--- config.mk ---
export PLATFORM = sky130hd
export DESIGN_NAME = joypad_uart
export DESIGN_NICKNAME = d
export VERILOG_FILES = /design/src/rtl/joypad_uart_pkg.sv /design/src/rtl/uart_rx_byte.sv /design/src/rtl/joypad_uart.sv
export SDC_FILE = /design/constraint.sdc
export NUM_CORES = 1
export LEC_CHECK = 0
export ABC_AREA = 1
export BUFFER_PORTS_ARGS = -buffer_cell sky130_fd_sc_hd__buf_2
export CORE_MARGIN = 2
export CORE_UTILIZATION = 40
export CTS_CLUSTER_SIZE = 28
export DETAILED_ROUTE_END_ITERATION = 10
export PLACE_DENSITY = 0.57
export SLEW_MARGIN = 20
export SYNTH_ARGS = -nofsm -noshare
export SYNTH_HDL_FRONTEND = slang
export SYNTH_HIERARCHICAL = 1
export SYNTH_SLANG_ARGS = --single-unit
--- constraint.sdc ---
create_clock -name clock -period 1.85 [get_ports clock]
set_input_delay 0.0925 -clock clock [delete_from_list [all_inputs] [get_ports clock]]
set_output_delay 0.0925 -clock clock [all_outputs]
set_load 0.03 [all_outputs]
--- src/rtl/joypad_uart_pkg.sv ---
// Shared constants and state types for the serial-fed NES controller port block.
package joypad_uart_pkg;

  // Button bit positions inside a pad byte (1 = pressed)
  localparam int BTN_A      = 0;
  localparam int BTN_B      = 1;
  localparam int BTN_SELECT = 2;
  localparam int BTN_START  = 3;
  localparam int BTN_UP     = 4;
  localparam int BTN_DOWN   = 5;
  localparam int BTN_LEFT   = 6;
  localparam int BTN_RIGHT  = 7;

  // Frame headers sent by the host ahead of a button byte
  localparam logic [7:0] HDR_PAD1 = 8'hF0;
  localparam logic [7:0] HDR_PAD2 = 8'hF1;

  // CPU-visible controller registers
  localparam logic [15:0] ADDR_JOY1 = 16'h4016;
  localparam logic [15:0] ADDR_JOY2 = 16'h4017;

  typedef enum logic [1:0] {U_IDLE, U_START, U_DATA, U_STOP} uart_state_t;
  typedef enum logic       {P_IDLE, P_DATA} parse_state_t;

endpackage

--- src/rtl/uart_rx_byte.sv ---
// 8N1 serial receiver: synchronises rx, samples mid-bit, flags stop-bit errors.
module uart_rx_byte
  import joypad_uart_pkg::*;
#(
  parameter int CLK_HZ = 25_000_000,
  parameter int BAUD   = 115_200
) (
  input  logic       clock,
  input  logic       reset,
  input  logic       rx,
  output logic [7:0] data,
  output logic       valid,
  output logic       err
);

  localparam int DIV  = CLK_HZ / BAUD;
  localparam int CW   = $clog2(DIV);
  localparam logic [CW-1:0] LAST = CW'(DIV - 1);
  localparam logic [CW-1:0] MID  = CW'(DIV / 2 - 1);

  uart_state_t   st, st_nx;
  logic [CW-1:0] cnt, cnt_nx;
  logic [2:0]    bit_idx, bit_nx;
  logic [7:0]    sh, sh_nx;
  logic          valid_nx, err_nx;
  logic          rx_m, rx_s, rx_d;

  assign data = sh;

  // Two-flop synchroniser plus one delayed copy for falling-edge detection
  always_ff @(posedge clock or posedge reset) begin
    if (reset) begin
      rx_m <= 1'b1;
      rx_s <= 1'b1;
      rx_d <= 1'b1;
    end else begin
      rx_m <= rx;
      rx_s <= rx_m;
      rx_d <= rx_s;
    end
  end

  // Receiver state register
  always_ff @(posedge clock or posedge reset) begin
    if (reset) begin
      st      <= U_IDLE;
      cnt     <= '0;
      bit_idx <= '0;
      sh      <= '0;
      valid   <= 1'b0;
      err     <= 1'b0;
    end else begin
      st      <= st_nx;
      cnt     <= cnt_nx;
      bit_idx <= bit_nx;
      sh      <= sh_nx;
      valid   <= valid_nx;
      err     <= err_nx;
    end
  end

  // Bit timing: half a bit to reach the start-bit centre, then one bit per sample
  always_comb begin
    st_nx    = st;
    cnt_nx   = cnt + 1'b1;
    bit_nx   = bit_idx;
    sh_nx    = sh;
    valid_nx = 1'b0;
    err_nx   = 1'b0;
    case (st)
      U_IDLE: begin
        cnt_nx = '0;
        if (rx_d && !rx_s) st_nx = U_START;
      end
      U_START: begin
        if (cnt == MID) begin
          cnt_nx = '0;
          bit_nx = '0;
          st_nx  = rx_s ? U_IDLE : U_DATA;  // glitch, not a real start bit
        end
      end
      U_DATA: begin
        if (cnt == LAST) begin
          cnt_nx = '0;
          sh_nx  = {rx_s, sh[7:1]};  // LSB arrives first
          bit_nx = bit_idx + 3'd1;
          if (bit_idx == 3'd7) st_nx = U_STOP;
        end
      end
      U_STOP: begin
        if (cnt == LAST) begin
          cnt_nx = '0;
          st_nx  = U_IDLE;
          if (rx_s) valid_nx = 1'b1;
          else      err_nx   = 1'b1;
        end
      end
      default: st_nx = U_IDLE;
    endcase
  end

endmodule

--- src/rtl/joypad_uart.sv ---
// NES $4016/$4017 responder whose button state arrives as F0/F1-prefixed serial frames.
module joypad_uart
  import joypad_uart_pkg::*;
#(
  parameter int CLK_HZ = 25_000_000,
  parameter int BAUD   = 115_200
) (
  input  logic        clock,
  input  logic        reset,
  input  logic [15:0] address,
  input  logic [7:0]  din,
  input  logic        we,
  input  logic        rd,
  output logic [7:0]  dout,
  output logic        hit,
  input  logic        rx,
  output logic        frame_ok,
  output logic        rx_err
);

  logic [7:0]   byte_data;
  logic         byte_valid, byte_err;
  parse_state_t p_st, p_nx;
  logic         pad_sel, pad_sel_nx, commit;
  logic [7:0]   btn1, btn2, sh1, sh2;
  logic         strobe, rd_q;
  logic [15:0]  addr_q;
  logic         sel_j1, sel_j2, rd_edge, wr_strobe;
  logic         unused_din;

  uart_rx_byte #(.CLK_HZ(CLK_HZ), .BAUD(BAUD)) u_rx (
    .clock (clock),
    .reset (reset),
    .rx    (rx),
    .data  (byte_data),
    .valid (byte_valid),
    .err   (byte_err)
  );

  assign rx_err     = byte_err;
  assign unused_din = ^din[7:1];

  assign sel_j1    = (address == ADDR_JOY1);
  assign sel_j2    = (address == ADDR_JOY2);
  assign hit       = sel_j1 | sel_j2;
  // A held rd on the same register counts only once
  assign rd_edge   = rd & hit & ~(rd_q & (addr_q == address));
  assign wr_strobe = we & sel_j1;

  // Open-bus high bits read back as $40; bit 0 is the current serial button
  always_comb begin
    dout = 8'h00;
    if (sel_j1)      dout = {7'b0100000, sh1[0]};
    else if (sel_j2) dout = {7'b0100000, sh2[0]};
  end

  // Frame parser: header picks the pad, the following byte is its button state
  always_comb begin
    p_nx       = p_st;
    pad_sel_nx = pad_sel;
    commit     = 1'b0;
    if (byte_err) begin
      p_nx = P_IDLE;  // a broken byte also discards any pending header
    end else if (byte_valid) begin
      case (p_st)
        P_IDLE: begin
          if (byte_data == HDR_PAD1) begin
            p_nx       = P_DATA;
            pad_sel_nx = 1'b0;
          end else if (byte_data == HDR_PAD2) begin
            p_nx       = P_DATA;
            pad_sel_nx = 1'b1;
          end
        end
        P_DATA: begin
          commit = 1'b1;
          p_nx   = P_IDLE;
        end
        default: p_nx = P_IDLE;
      endcase
    end
  end

  // Parser state and committed button latches
  always_ff @(posedge clock or posedge reset) begin
    if (reset) begin
      p_st     <= P_IDLE;
      pad_sel  <= 1'b0;
      btn1     <= 8'h00;
      btn2     <= 8'h00;
      frame_ok <= 1'b0;
    end else begin
      p_st     <= p_nx;
      pad_sel  <= pad_sel_nx;
      frame_ok <= commit;
      if (commit) begin
        if (pad_sel) btn2 <= byte_data;
        else         btn1 <= byte_data;
      end
    end
  end

  // Strobe register, read-edge history and the two CPU-facing shifters
  always_ff @(posedge clock or posedge reset) begin
    if (reset) begin
      strobe <= 1'b0;
      rd_q   <= 1'b0;
      addr_q <= 16'h0000;
      sh1    <= 8'h00;
      sh2    <= 8'h00;
    end else begin
      rd_q   <= rd;
      addr_q <= address;
      if (wr_strobe) strobe <= din[0];
      if (strobe) begin
        sh1 <= btn1;
        sh2 <= btn2;
      end else if (rd_edge && !wr_strobe) begin
        // Shift in ones so an exhausted pad reads $41 forever
        if (sel_j1) sh1 <= {1'b1, sh1[7:1]};
        else        sh2 <= {1'b1, sh2[7:1]};
      end
    end
  end

endmodule

==> results.cfg, run 1 <==
[grt]
overflow = 0
grt_util_met1_pct = 20.5
met3_usage_pct = 3.88
grt_pass1_vias = 3039
grt_first_pass_wirelength_mm = 13.9
antenna_found_initial = 0
track_usage_pct = 15.9
grt_max_degree = 36
busiest_layer = met2
use_met2_pct = 26.3

[sta]
hold_slack_ns = 0.0164
finClkSkew_ns = 0.0125
post-route-period-util_pct = 92.7
finalSetupViolations = 0
rsz0062_at_grt = no
max_freq_mhz = 583
fin_crit_ns = 1.71
finalMaxSlewViolations = 0
finalHoldViolations = 0
setup_tns_ns = 0

[setup_path]
reg2reg_slack_ns = 0.39
critPathCaptureType = output pin
path_buf_inv = 4
critical-path-max-stage-delay_ns = 0.53
crit_family = buffers and inverters
crit_slowest_cell = dlygate4sd3_1
reg2reg_to = sh1[6]$_DFFE_PP0P_
cp_data_required_time_ns = 1.76
r2r_cells = 8
worstPathCellList = dlygate4sd3_1 -> buf_2 -> inv_2 -> nand2_1 -> nor2_2 -> nand2_2 -> nor2_8 -> nand2_1 -> nand2_1 -> buf_2
cp_data_arrival_time_ns = 1.62
worstSetupPathType = primary input to output pin
cpMostUsedCell = nand2_1
r2r-start = addr_q[12]$_DFF_PP0_
cp_max_fo = 5
worstSetupStartpointType = primary input

[power]
p_leak_nw = 2.51
irDropWorstVdd_mv = 0.418
p_clk_share_pct = 40.3
p_comb_share_pct = 12.3
totalPowerFinal_w = 0.00388
powerDensity_nw_per_um2 = 821
power.switching_w = 0.00102
sequentialPowerShare_pct = 47.4
p_sw_share_pct = 26.3
p_int_w = 0.00286

[clock_network]
htree_levels = 3
clockBufferDepth = 2
cts_root_buf = clkbuf_8
cts_setup_buffers = 0
clk_latency_ns = 0.35
cts_tree = yes
cts_made_buffers = 9
clkTransAtPathRegs_ns = 0.08
clock-sinks = 79

[die]
die_y_um = 104
rows = 36
ios = 40
dieArea_um2 = 10900
core-area_um2 = 9770
start_util_pct = 41.1
die_width_um = 104

[routing]
drcViolationCount = 0
drt-pass1-iter-count = 4
drtIter0Drc = 94
vias_per_cell = 4.57
drt_wl_total_mm = 7.93
num_vias = 3195
ant_nets = 0
wire_per_inst_um = 11.3

[yosys]
netlist_area_um2 = 4020
ys_seq_area_share_pct = 49.3
postSynthCellCount = 510
synth.avg_cell_area_um2 = 7.88
synth_ff_type = dfrtp_1
async_reset_ff_share_pct = 100
synth-edff-count = 0
yosysUniqueCellTypes = 36
ys_ff_latch = 79
yosys_warnings = 6

[place]
hpwl_mm = 5.81
gp_congestion = 0.837
io_buffers = 26

[final_layout]
fill_cells = 976
antenna_cells = 0
nets = 594
drive_gt1_share_pct = 18.7
syn2layout_area_growth_pct = 17.6

[flow_run]
drv_cap = 0

[hold_path]
hold_start = din[0]
holdPathEnd = strobe$_DFFE_PP0N_
hold_path_class = primary input to register
hold_path_depth = 3

[outcome]
status = finished clean
worst max path at each step:
stage	start	endpoint	slack, ns	depth (start not counted)
CTS	address[3]	hit	0.12	10
global placement	addr_q[12]$_DFF_PP0_	sh1[6]$_DFFE_PP0P_	0.40	8
floorplan	reset	addr_q[0]$_DFF_PP0_	0.47	1
global route	address[3]	dout[6]	0.03	10
finish	address[3]	dout[0]	0.14	10
detailed placement	u_rx/cnt[0]$_DFF_PP0_	u_rx/data[2]$_DFFE_PP0P_	0.41	8
cells in the mapped netlist, types with 2 or more instances:
master,instances,area (um^2)
o21ai_1,3,15.0
clkbuf_1,6,22.5
inv_2,12,45.0
nand3_1,38,190
o21ai_2,3,26.3
buf_4,7,52.6
nand2_1,182,683
a21oi_1,4,20.0
buf_6,2,22.5
nand3_2,4,40.0
nand2_4,6,67.6
nor2_4,4,45.0
o21ai_0,17,85.1
nor2_2,6,37.5
or2_2,2,12.5
ha_1,4,50.1
nand4_1,7,43.8
nor2_1,42,158
nand2_2,12,75.1
dfrtp_1,76,1900
dfstp_2,3,78.8
nor3_1,3,15.0
inv_1,52,195
xnor2_1,3,26.3
area by class of cell:
class	count	area, um^2	area share (%)
sequential	79	1980	41.9
multi-input combinational	355	1710	36.1
timing repair buffer	50	370	7.84
inverter	66	254	5.38
tap	133	166	3.52
clock buffer	9	124	2.62
clock inverter	7	121	2.57
sequential cells by signal, indices dropped and copies added (netlist names), named ones only:
register      flops
u_rx/bit_idx      3
u_rx/valid        1
u_rx/data         8
pad_sel           1
u_rx/err          1
addr_q           16
u_rx/st           1
u_rx/rx_s         1
u_rx/rx_m         1
btn1              8
rd_q              1
sh2               8
p_st              1
btn2              8
sh1               8
u_rx/rx_d         1
u_rx/cnt          8
strobe            1
frame_ok          1
layout by cell type, fill, tap and decap left out, types with 6 or more instances in the layout:
master / n
nand2_4: 6
nor2_1: 41
nand4_1: 7
dfrtp_1: 76
clkbuf_8: 9
nand3_1: 38
conb_1: 6
buf_2: 26
nor2_2: 7
o21ai_0: 17
inv_2: 13
nand2_1: 182
inv_1: 51
nand2_2: 12
dlygate4sd3_1: 19
per-stage QoR:
| step | cells | cell area (um^2) | worst slack [ns] | util [%] |
|---|---|---|---|---|
| CTS | 699 | 4720 | 0.122 | 48.3 |
| detailed placement | 664 | 4290 | 0.413 | 43.9 |
| finish | 699 | 4720 | 0.135 | 48.3 |
| global route | 699 | 4720 | 0.0303 | 48.3 |
| floorplan | 515 | 4040 | 0.471 | - |
| global placement | 664 | 4290 | 0.402 | 43.9 |
kinds of logic (layout without fill, tap and decap cells):
kind of cell               after synthesis  after routing  synth area share [%]
buffers and inverters                   81            132                  8.75
adders and majority gates                4              4                  1.25
and+or+nand+nor                        313            313                  35.9
other                                    1              6                0.0933
AOI/OAI and AO/OA                       28             28                  3.83
DFF                                     79             79                  49.3
xor gates and xnor gates                 4              4                 0.872
tightest hold or removal path: cells and delay by family:
| family | cells | cell delay (ns) |
|---|---|---|
| compound gates | 1 | 0.10 |
| buf+inv | 1 | 0.09 |
| simple gates | 1 | 0.04 |
power by group through the flow:
stage	registers, W	clock network [W]	logic, W
6_report	0.00184	0.00156	0.000478
5_1_grt	0.00185	0.00168	0.000553
4_1_cts	0.00184	0.00161	0.000487
3_5_place_dp	0.00187	0	0.000455
3_3_place_gp	0.00187	0	0.000447
2_1_floorplan	0.00186	0	0.000349
routing by layer:
layer / up-vias / wire length, um
li1: 1661 / -
met1: 1498 / 3870
met2: 29 / 3790
met3: 7 / 185
met4: 0 / 87
met5: - / 0
what timing repair did:
action / in CTS / in global routing
resized for setup: 0 / 1
endpoints found under the setup margin: 0 / 3
hold buffers: 19 / 0
endpoints found under the hold margin: 59 / 0
(Power assumes the default switching activity.)
==> run 2, diff against run 1 <==
==> constraint.sdc (replaced) <==
create_clock -name clock -period 1.85 [get_ports clock]
set_input_delay 0.0925 -clock clock [delete_from_list [all_inputs] [get_ports clock]]
set_output_delay 0.0925 -clock clock [all_outputs]
set_load 0.005 [all_outputs]
==> run 2 against run 1 <==
Global-route usage stayed put. Die area stayed put. Sequential power hardly changed. Flip-flop and latch count stayed put. Final area hardly changed. Setup slack better by 0.090 ns. Combinational power is 3% lower. Power is 0.27% lower. Clock power hardly changed. Hold slack worse by 0.0033 ns. Core utilization hardly changed.
==> results.cfg, run 2 (same netlist as run 1, synthesis figures left out) <==
[grt]
antenna_found_initial = 0
grt_pass1_vias = 3039
grt_max_degree = 36
track_usage_pct = 15.9
grt_first_pass_wirelength_mm = 13.9
overflow = 0

[setup_path]
worstPathCellList = dlygate4sd3_1 -> buf_2 -> inv_2 -> nand2_1 -> nor2_1 -> nand2_1 -> nor2_2 -> nor2_2 -> inv_1 -> buf_2
worstSetupStartpointType = primary input
cp_max_fo = 4
critical-path-max-stage-delay_ns = 0.53
cp_data_arrival_time_ns = 1.53
path_buf_inv = 5
crit_slowest_cell = dlygate4sd3_1
critPathCaptureType = output pin
crit_family = buffers and inverters
worstSetupPathType = primary input to output pin
cp_data_required_time_ns = 1.76

[routing]
num_vias = 3189
drt_wl_total_mm = 7.94
wire_per_inst_um = 11.4
drtIter0Drc = 96
drt-pass1-iter-count = 4
drcViolationCount = 0
ant_nets = 0
vias_per_cell = 4.56

[place]
gp_congestion = 0.837
pre_cts_slack_ns = 0.413
io_buffers = 26
hpwl_mm = 5.81
dpl_cell_area_um2 = 4290

[clock_network]
cts_tree = yes
clkTransAtPathRegs_ns = 0.08
cts_root_buf = clkbuf_8
cts_setup_buffers = 0
clock-sinks = 79
htree_levels = 3
cts_made_buffers = 9
cts_resized = 0
clk_latency_ns = 0.35
clockBufferDepth = 2

[die]
die_width_um = 104
die_y_um = 104
dieArea_um2 = 10900
rows = 36
start_util_pct = 41.1
core-area_um2 = 9770
ios = 40

[final_layout]
drive_gt1_share_pct = 18.6
largest_reg_flops = 16
mostFrequentLayoutCell = nand2_1
syn2layout_area_growth_pct = 17.5
nets = 594
mostFrequentLayoutCells = nand2_1 (182), dfrtp_1 (76), inv_1 (51), nor2_1 (42), nand3_1 (38)
stdcell_area_um2 = 4720
regMostFlops = addr_q
antenna_cells = 0

[sta]
finalMaxSlewViolations = 0
rsz0062_at_grt = no
finalSetupViolations = 0
setup_tns_ns = 0
finalHoldViolations = 0
finClkSkew_ns = 0.0125
fin_crit_ns = 1.63
max_freq_mhz = 615
timing.final.ws_setup_ns = 0.225
post-route-period-util_pct = 87.8

[power]
powerDensity_nw_per_um2 = 819
p_leak_nw = 2.51
irDropWorstVdd_mv = 0.418

[flow_run]
drv_cap = 0

[hold_path]
hold_path_class = primary input to register

[outcome]
status = finished clean
## run 2: layer usage
metal  GRT usage [%]  part of all wire (%)
met1            20.5                    49
met2            26.3                    48
met3            3.88                   2.3
met4            5.21                   1.1
met5               0                     0
## run 2: stage by stage
stage	std cells	power [W]	util (%)	hold slack (ns)
finish	699	0.00387	48.3	0.0132
global route	699	0.00407	48.3	0.0390
CTS	699	0.00393	48.3	0.00608
detailed placement	664	0.00231	43.9	0.141
global placement	664	0.00230	43.9	0.144
floorplan	515	0.00219	-	0.0970
## run 2: path summary, 6_finish.rpt
path / from / end / slack (ns) / cells past startpoint
max in group asynchronous: reset / sh1[5]$_DFFE_PP0P_ / 1.03 / 4
setup / recovery: address[3] / hit / 0.22 / 10
setup reg to reg: addr_q[12]$_DFF_PP0_ / sh1[6]$_DFFE_PP0P_ / 0.39 / 8
hold / removal: din[0] / strobe$_DFFE_PP0N_ / 0.01 / 3
hold reg to reg: u_rx/rx_m$_DFF_PP1_ / u_rx/rx_s$_DFF_PP1_ / 0.36 / 0
min in group asynchronous: reset / p_st$_DFFE_PP0P_ / 0.29 / 3
## run 2: report_power, final
group / total [W] / internal [W] / switching (W) / leakage, nW
logic: 0.000465 / 0.000171 / 0.000294 / 1.34
registers: 0.00184 / 0.00179 / 0.0000521 / 1.05
clock network: 0.00157 / 0.000901 / 0.000665 / 0.123
total: 0.00387 / 0.00286 / 0.00101 / 2.51
## run 2: final cells by class
cell class / instances / area [um^2]
Tap cell: 133 / 166
Clock buffer: 9 / 124
Fill cell: 976 / 5050
Inverter: 66 / 254
Sequential cell: 79 / 1980
Multi-Input combinational cell: 355 / 1710
Timing Repair Buffer: 50 / 370
Clock inverter: 7 / 121
## run 2: what timing repair did
item / CTS / global route
endpoints found under the setup margin: 0 / 0
endpoints found under the hold margin: 59 / 0
hold buffers: 19 / 0
## run 2: worst reg2reg max path, stage by stage (launching register included)
cell     delay (ns)
dfrtp_1        0.39
xnor2_1        0.22
nand3_1        0.10
nor2_1         0.14
nand3_2        0.13
nand3_4        0.15
nand2_4        0.11
nand2_1        0.07
nand2_1        0.05
==> run 3, diff against run 2 <==
PLACE_DENSITY = 0.62   (was 0.57)
==> run 3 against run 2 <==
Global-route usage rose by 0.17 points. Sequential share of layout area rose by 0.22 points. Fmax shrank 0.40%. Clock skew fell by 0.0044 ns. Sequential power about the same. First-iteration DRC count up 30%. Non-clock buffer count rose by 3. Register-to-register slack worse by 0.07 ns. Flip-flop and latch count did not move. Final area down 0.53%. Combinational power increased by 2%. Critical path type unchanged. Largest power group unchanged.
==> results.cfg, run 3 (same netlist as run 1, synthesis figures left out) <==
[outcome]
status = finished clean

[sta]
finalHoldViolations = 0
finClkSkew_ns = 0.00809
setup_tns_ns = 0
rsz0062_at_grt = no
fin_crit_ns = 1.63
finalMaxSlewViolations = 0
finalSetupViolations = 0
max_freq_mhz = 613
post-route-period-util_pct = 88.2

[clock_network]
clockBufferDepth = 2
cts_setup_buffers = 0
clock-sinks = 79
clkTransAtPathRegs_ns = 0.08
cts_resized = 0
clk_latency_ns = 0.35
cts_tree = yes
cts_made_buffers = 9
cts_root_buf = clkbuf_8
htree_levels = 3
hold_buffers = 20

[flow_run]
drv_cap = 0

[routing]
wl_met2_mm = 3.96
drtIter0Drc = 125
drcViolationCount = 0
wl_met3_um = 259
top_layer = met4
wl_met1_mm = 3.77
drt-pass1-iter-count = 4
ant_nets = 0
drt_wl_total_mm = 8.04
num_vias = 3182
wire_per_inst_um = 11.5
vias_per_cell = 4.53

[die]
dieArea_um2 = 10900
die_width_um = 104
core-area_um2 = 9770
ios = 40
die_y_um = 104
rows = 36
start_util_pct = 41.1

[power]
irDropWorstVdd_mv = 0.368
p_leak_nw = 2.51
totalPowerFinal_w = 0.00357
powerDensity_nw_per_um2 = 760

[hold_path]
hold_path_class = primary input to register

[setup_path]
worstPathCellList = dlygate4sd3_1 -> buf_2 -> inv_2 -> nand2_1 -> nor2_1 -> nand2_1 -> nor2_2 -> nand2_1 -> nand2_1 -> buf_2
critical-path-max-stage-delay_ns = 0.53
worstSetupStartpointType = primary input
crit_family = buffers and inverters
worstSetupPathType = primary input to output pin
cp_data_arrival_time_ns = 1.54
cp_data_required_time_ns = 1.76
path_buf_inv = 4
cpMostUsedCell = nand2_1
critPathCaptureType = output pin
cp_max_fo = 4
crit_slowest_cell = dlygate4sd3_1

[place]
io_buffers = 26
hpwl_mm = 5.86
gp_congestion = 0.818

[final_layout]
nets = 597
antenna_cells = 0
syn2layout_area_growth_pct = 16.9
largest_reg_flops = 16
regMostFlops = addr_q
mostFrequentLayoutCells = nand2_1 (182), dfrtp_1 (76), inv_1 (51), nor2_1 (42), nand3_1 (38)
mostFrequentLayoutCell = nand2_1
drive_gt1_share_pct = 18.8
finalCoreUtilization_pct = 48.1

[grt]
track_usage_pct = 16.1
grt_pass1_vias = 3187
overflow = 0
grt_first_pass_wirelength_mm = 14.2
antenna_found_initial = 0
grt_max_degree = 54
==> run 3: cell types whose count changed in the layout (fill, tap and decap cells not counted), sizes merged <==
cell,previous run,this run
buf,31,33
bufinv,3,1
inv,65,66
dlygate4sd3,19,20
clkinv,5,6
==> run 3: final timing paths <==
kind | start | endpoint | slack [ns] | cells past startpoint
worst min register to register | u_rx/rx_m$_DFF_PP1_ | u_rx/rx_s$_DFF_PP1_ | 0.36 | 0
worst max-delay path | address[3] | dout[0] | 0.22 | 10
min in group asynchronous | reset | u_rx/st[0]$_DFFE_PP0P_ | 0.30 | 3
worst max register to register | addr_q[12]$_DFF_PP0_ | sh1[6]$_DFFE_PP0P_ | 0.32 | 8
max in group asynchronous | reset | u_rx/data[3]$_DFFE_PP0P_ | 0.97 | 4
worst min-delay path | we | strobe$_DFFE_PP0N_ | 0.08 | 3
==> run 3: tightest hold or removal path: stages <==
cell	delay [ns]
buf_2	0.10
nand3_1	0.12
a21oi_1	0.08
==> run 3: per-stage QoR <==
stage	instances	instance area, um^2	hold slack, ns	setup WS [ns]
after floorplan	515	4040	0.0970	0.471
after CTS	702	4700	0.0734	0.218
after detailed placement	666	4300	0.128	0.375
after global placement	666	4300	0.120	0.404
after global routing	702	4700	0.117	0.0301
final	702	4700	0.0843	0.218
==> run 3: routing by layer <==
layer	vias to the layer above	GRT usage [%]
met4	0	3.47
met2	49	27.5
met5	-	0
li1	1669	-
met1	1460	20.6
met3	4	4.14
==> run 3: layout make-up <==
class,count,area [um^2]
clock buffers,9,124
clock inverters,7,71.3
fillers,946,5080
inverters,66,254
multi-input cells,355,1710
flip-flops and latches,79,1980
well taps,133,166
repair buffers,53,395
==> run 3: power by group <==
group	internal, W	switching, W	leakage, nW
clock	0.000625	0.000632	0.103
sequential	0.00179	0.0000527	1.05
combinational	0.000173	0.000300	1.36
